==> src/rtl/rggen_host_if_apb.sv <==
// rggen_host_if_apb: APB (v3) host interface for a register block.
// Turns one APB transfer into a single command to the register block and finishes the
// APB transfer when the block's one-cycle response strobe arrives.
// Optional feature macro: RGGEN_HOST_TIMEOUT_EN. It aborts a command that has seen no
// response within TIMEOUT_CYCLES cycles and reports it as a slave error.
module rggen_host_if_apb #(
    parameter int ADDRESS_WIDTH  = 16,
    parameter int DATA_WIDTH     = 32,
    parameter int TIMEOUT_CYCLES = 256
) (
    input  logic                     clk,
    input  logic                     rst,
    input  logic                     i_psel,
    input  logic                     i_penable,
    input  logic                     i_pwrite,
    input  logic [ADDRESS_WIDTH-1:0] i_paddr,
    input  logic [DATA_WIDTH-1:0]    i_pwdata,
    output logic                     o_pready,
    output logic [DATA_WIDTH-1:0]    o_prdata,
    output logic                     o_pslverr,
    output logic                     o_command_valid,
    output logic                     o_read,
    output logic [ADDRESS_WIDTH-1:0] o_address,
    output logic [DATA_WIDTH-1:0]    o_write_data,
    input  logic                     i_response_ready,
    input  logic [DATA_WIDTH-1:0]    i_read_data,
    input  logic [1:0]               i_status
);

    typedef enum logic [1:0] {
        IDLE     = 2'd0,
        COMMAND  = 2'd1,
        RESPONSE = 2'd2
    } state_e;

    state_e                   state_r;
    state_e                   state_next_s;
    logic                     setup_s;
    logic                     timeout_s;
    logic                     command_valid_r;
    logic                     pready_r;
    logic [DATA_WIDTH-1:0]    prdata_r;
    logic                     pslverr_r;
    logic                     read_r;
    logic [ADDRESS_WIDTH-1:0] address_r;
    logic [DATA_WIDTH-1:0]    write_data_r;
    logic                     command_valid_next_s;
    logic                     pready_next_s;
    logic [DATA_WIDTH-1:0]    prdata_next_s;
    logic                     pslverr_next_s;
    logic                     unused_exokay_s;

    // APB setup phase: select without enable
    assign setup_s = i_psel & ~i_penable;

    // The exokay status bit has no APB equivalent and is dropped
    assign unused_exokay_s = i_status[1];

`ifdef RGGEN_HOST_TIMEOUT_EN
    localparam int COUNT_WIDTH = (TIMEOUT_CYCLES > 1) ? $clog2(TIMEOUT_CYCLES) : 1;
    localparam logic [COUNT_WIDTH-1:0] COUNT_LAST = COUNT_WIDTH'(TIMEOUT_CYCLES - 1);

    logic [COUNT_WIDTH-1:0] count_r;

    // Count COMMAND cycles; held at zero outside COMMAND so every command starts from zero
    always_ff @(posedge clk) begin
        if (rst) begin
            count_r <= {COUNT_WIDTH{1'b0}};
        end else if (state_r == COMMAND) begin
            count_r <= count_r + COUNT_WIDTH'(1);
        end else begin
            count_r <= {COUNT_WIDTH{1'b0}};
        end
    end

    assign timeout_s = (state_r == COMMAND) && (count_r == COUNT_LAST);
`else
    localparam int unused_timeout_cycles = TIMEOUT_CYCLES;

    assign timeout_s = 1'b0;
`endif

    // State register
    always_ff @(posedge clk) begin
        if (rst) begin
            state_r <= IDLE;
        end else begin
            state_r <= state_next_s;
        end
    end

    // Next-state logic; a response strobe and a timeout both finish the command
    always_comb begin
        state_next_s = state_r;
        case (state_r)
            IDLE: begin
                if (setup_s) begin
                    state_next_s = COMMAND;
                end else begin
                    state_next_s = IDLE;
                end
            end
            COMMAND: begin
                if (i_response_ready || timeout_s) begin
                    state_next_s = RESPONSE;
                end else begin
                    state_next_s = COMMAND;
                end
            end
            RESPONSE: state_next_s = IDLE;
            default:  state_next_s = IDLE;
        endcase
    end

    // Next values of the registered outputs; the response strobe takes priority over timeout
    always_comb begin
        command_valid_next_s = (state_next_s == COMMAND);
        pready_next_s        = (state_next_s == RESPONSE);
        prdata_next_s        = {DATA_WIDTH{1'b0}};
        pslverr_next_s       = 1'b0;
        case (state_r)
            COMMAND: begin
                if (i_response_ready) begin
                    prdata_next_s  = read_r ? i_read_data : {DATA_WIDTH{1'b0}};
                    pslverr_next_s = i_status[0];
                end else if (timeout_s) begin
                    prdata_next_s  = {DATA_WIDTH{1'b0}};
                    pslverr_next_s = 1'b1;
                end else begin
                    prdata_next_s  = {DATA_WIDTH{1'b0}};
                    pslverr_next_s = 1'b0;
                end
            end
            default: begin
                prdata_next_s  = {DATA_WIDTH{1'b0}};
                pslverr_next_s = 1'b0;
            end
        endcase
    end

    // Output registers and command capture at the APB setup phase
    always_ff @(posedge clk) begin
        if (rst) begin
            command_valid_r <= 1'b0;
            pready_r        <= 1'b0;
            prdata_r        <= {DATA_WIDTH{1'b0}};
            pslverr_r       <= 1'b0;
            read_r          <= 1'b0;
            address_r       <= {ADDRESS_WIDTH{1'b0}};
            write_data_r    <= {DATA_WIDTH{1'b0}};
        end else begin
            command_valid_r <= command_valid_next_s;
            pready_r        <= pready_next_s;
            prdata_r        <= prdata_next_s;
            pslverr_r       <= pslverr_next_s;
            if ((state_r == IDLE) && setup_s) begin
                read_r       <= ~i_pwrite;
                address_r    <= i_paddr;
                write_data_r <= i_pwrite ? i_pwdata : {DATA_WIDTH{1'b0}};
            end else begin
                read_r       <= read_r;
                address_r    <= address_r;
                write_data_r <= write_data_r;
            end
        end
    end

    assign o_command_valid = command_valid_r;
    assign o_read          = read_r;
    assign o_address       = address_r;
    assign o_write_data    = write_data_r;
    assign o_pready        = pready_r;
    assign o_prdata        = prdata_r;
    assign o_pslverr       = pslverr_r;

endmodule

==> config.mk <==
export PLATFORM = sky130hd
export DESIGN_NAME = rggen_host_if_apb
export DESIGN_NICKNAME = d
export VERILOG_FILES = /design/src/rtl/rggen_host_if_apb.sv
export SDC_FILE = /design/constraint.sdc
export NUM_CORES = 1
export LEC_CHECK = 0
export ABC_AREA = 0
export BUFFER_PORTS_ARGS = -buffer_cell sky130_fd_sc_hd__clkbuf_2
export CAP_MARGIN = 20
export CELL_PAD_IN_SITES_DETAIL_PLACEMENT = 1
export CELL_PAD_IN_SITES_GLOBAL_PLACEMENT = 2
export CORE_ASPECT_RATIO = 1.2
export CORE_MARGIN = 1.5
export CORE_UTILIZATION = 24
export DETAILED_ROUTE_END_ITERATION = 16
export PLACE_DENSITY = 0.77
export SETUP_SLACK_MARGIN = 0.5
export SLEW_MARGIN = 20
export SYNTH_ARGS = -nofsm -noshare
export SYNTH_HDL_FRONTEND = slang
export SYNTH_SLANG_ARGS = --single-unit
==> constraint.sdc <==
create_clock -name clk -period 1.1 [get_ports clk]
set_input_delay 0.22 -clock clk [delete_from_list [all_inputs] [get_ports clk]]
set_output_delay 0.22 -clock clk [all_outputs]
set_load 0.1 [all_outputs]
==> impl_metrics.toml <==
[hold_path]
whs_endpoint = "o_pslverr"
timing.hold.worst.class = "in -> reg"
worstHoldStart = "i_status[0]"
timing.hold.worst_path_depth = 2

[clock_tree]
cts_tree = "yes"
htree_num_levels = 3
cts.sink_count = 86
clkLatencyLatePin_ns = 0.34
cts_buffer_depth = 2
root_buffer = "clkbuf_16"
cts-hold-fix-buffers = 0
tritoncts.num_buffers = 9
cts.clk_slew.worst_paths_ns = 0.06

[drt]
postRouteAntennaNets = 0
dr.first_iter.drc_count = 73
route.detailed.vias_per_inst = 4.38
remaining_drc_errors = 0
dr_total_vias = 2844
drt-total-wl_mm = 10.3
wire_per_inst_microns = 15.9
detail_route.first_pass.iterations = 4

[run_status]
outcome = "finished with violations"
violated_checks = "negative setup slack"

[sta]
grt_setup_unrepaired = "yes"
slew_viol_final = 0
slew_headroom = 0.720
report.final.setup_viol = 52
final_critical_path_setup_slack_ns = -0.164
max_slew.worst_pin.slew_ns = 0.420
layout_worst_path_cycle_share = 1.15
period_minus_slack_ns = 1.26
hold_viol = 0
final.setup_skew_ns = 0.00699
fmax_mhz = 791

[yosys]
yosysSeqAreaShare = 0.516
syn-instance-count = 299
syn_area_sq_mm = 0.00334
synth.most_common_cell = "dfxtp_1"
synth_edf_count = 0
synthFlopType = "dfxtp_1"
synthArstFlopShare = 0
syn-mean-instance-area_sq_um = 11.2
yosys_warnings = 0
post-synth-top-area-fraction = 0.516
synthTopCellsByArea = "dfxtp_1 (52%), mux2i_1 (14%), nand2b_1 (12%)"
synth_commonest_cells = "dfxtp_1 (86), nand2b_1 (64), mux2i_1 (48)"
synth.lib_cells_used.distinct = 18
synthesis.nets = 387
yosys.area.top_type = "dfxtp_1"
ys_seq_elements = 86

[critical_path]
cp_data_arrival_time_ns = 1.52
critical_path.n_buffers_inverters = 2
setup.worst_path.class = "reg -> reg"
rrSetupSlack_ns = -0.16
cp_cell_sequence = "nor4b_4 -> buf_6 -> buf_12 -> mux2i_2"
start_kind = "register"
critPathMaxFanout = 17
timing.critical_path.slowest_stage_cell = "dfxtp_2"
r2r_cells = 4
timing.rr.start = "state_r[0]"
r2r_end = "o_address[2]"
cp_data_required_time_ns = 1.35
crit_family = "buffers and inverters"
worst_setup_path_end_kind = "register"
critPathMaxStageDelay_ns = 0.33

[power]
switchingPower_uw = 2230
peakVddDrop_v = 0.000696
power.clock.fraction = 0.419
p_int_uw = 5650
swShare = 0.283
leakagePower_uw = 0.00264
power_frac_comb = 0.184
power.density_mw_per_mm2 = 1240
sequentialPowerShare = 0.397

[global_route]
grtUsageTotal = 0.146
via_count_of_the_first_global_routing_pass = 3051
grt_pass1_wl_mm = 16.7
antenna_violations_before_repair = 0
grt_start_max_net_pins = 61
overflow = 0

[floorplanning]
die_h_microns = 132
dieWidth_microns = 111
die_area_sq_mm = 0.0146
std_cell_rows = 47
coreArea_sq_mm = 0.0137
floorplan.io_pins = 172
floorplan.initialDensity = 0.243

[placement]
placement.cell_area_sq_mm = 0.00592
dp_hpwl_mm = 7.30
preCtsSetupSlack_ns = -0.210
place.port_buffers = 170
globalplace.congestion = 0.700

[finish]
num-fill-cells = 1432
fin_util = 0.465
finalInstanceArea_sq_mm = 0.00638
final_layout_size_suffix_gt1_frac = 0.626
synthToLayoutAreaGrowth_pct = 91.2
final_nets = 561
antennaDiodeCount = 0

[flow_run]
max_cap_violations = 0
[registers in the layout, indices dropped and copies added, names as in the netlist]
signal and count:
o_read 1, o_pready 1, state_r 2, o_pslverr 1, o_command_valid 1, o_prdata 32
o_address 16, o_write_data 32
[worst max path at each step]
stage | start | end | slack [ns] | cells after the start
finish | state_r[0] | o_address[2] | -0.16 | 4
global route | state_r[0] | o_address[2] | -0.23 | 4
CTS | state_r[0] | o_address[2] | -0.17 | 4
detailed placement | i_penable | o_address[6] | -0.21 | 5
global placement | i_penable | o_write_data[18] | -0.17 | 5
floorplan | state_r[0] | o_read | -0.09 | 3
[logic make-up (layout without fill, tap and decap cells)]
group,count (synthesis),in the layout,share of synthesized area
compound gates,2,2,0.00600
flops,86,86,0.516
simple gates,135,139,0.272
buf+inv,27,202,0.0581
mux,49,49,0.147
[layer usage]
| layer | wire length, microns | vias to the layer above | part of all wire | global-route usage |
|---|---|---|---|---|
| li1 | - | 1367 | - | - |
| met1 | 4130 | 1351 | 0.40 | 0.164 |
| met4 | 129 | 0 | 0.012 | 0.0470 |
| met2 | 5320 | 116 | 0.51 | 0.257 |
| met5 | 0 | - | 0 | 0 |
| met3 | 763 | 10 | 0.074 | 0.0524 |
[per-stage QoR]
step / cells / hold WS [ns] / total power, uW / setup TNS [ns]
after detailed placement: 622 / 0.437 / 4620 / -10.97
after global placement: 622 / 0.438 / 4590 / -8.86
final: 649 / 0.0980 / 7880 / -6.04
after CTS: 646 / 0.0761 / 8010 / -7.23
after floorplan: 299 / 0.347 / 4070 / -2.28
after global routing: 649 / 0.104 / 8220 / -10.74
[timing repair]
action                                 4_1_cts  5_1_grt
endpoints found under the hold margin        0        0
setup endpoints to repair                  170      170
setup buffers                                4        3
cloned                                       4        0
resized for setup                            5        4
[cells in the final DEF (no fill, tap or decap), drive strengths merged, types with 6 or more instances in the layout]
master    n
nand2b   64
and4bb    6
mux2i    48
and3     32
nand3b   32
dfxtp    86
clkbuf   95
buf     100
[worst reg2reg max path, stage by stage (launching register included)]
cell and delay [ns]:
dfxtp_2 0.33, nor4b_4 0.26, buf_6 0.18, buf_12 0.18, mux2i_2 0.22
[power groups by stage]
stage / Sequential, uW / Combinational [uW] / Clock, uW
floorplan: 3700 / 364 / 0
global route: 3140 / 1520 / 3560
global placement: 3200 / 1390 / 0
detailed placement: 3200 / 1420 / 0
finish: 3130 / 1450 / 3300
CTS: 3130 / 1450 / 3430
[final cells by class]
class | count | area, sq um | area share
timing repair buffer | 186 | 2290 | 0.359
multi-input combinational | 190 | 1510 | 0.237
sequential | 86 | 2040 | 0.320
clock inverter | 7 | 96.3 | 0.0151
tap | 171 | 214 | 0.0335
clock buffer | 9 | 225 | 0.0353
Power figures use the tool's default switching activity.
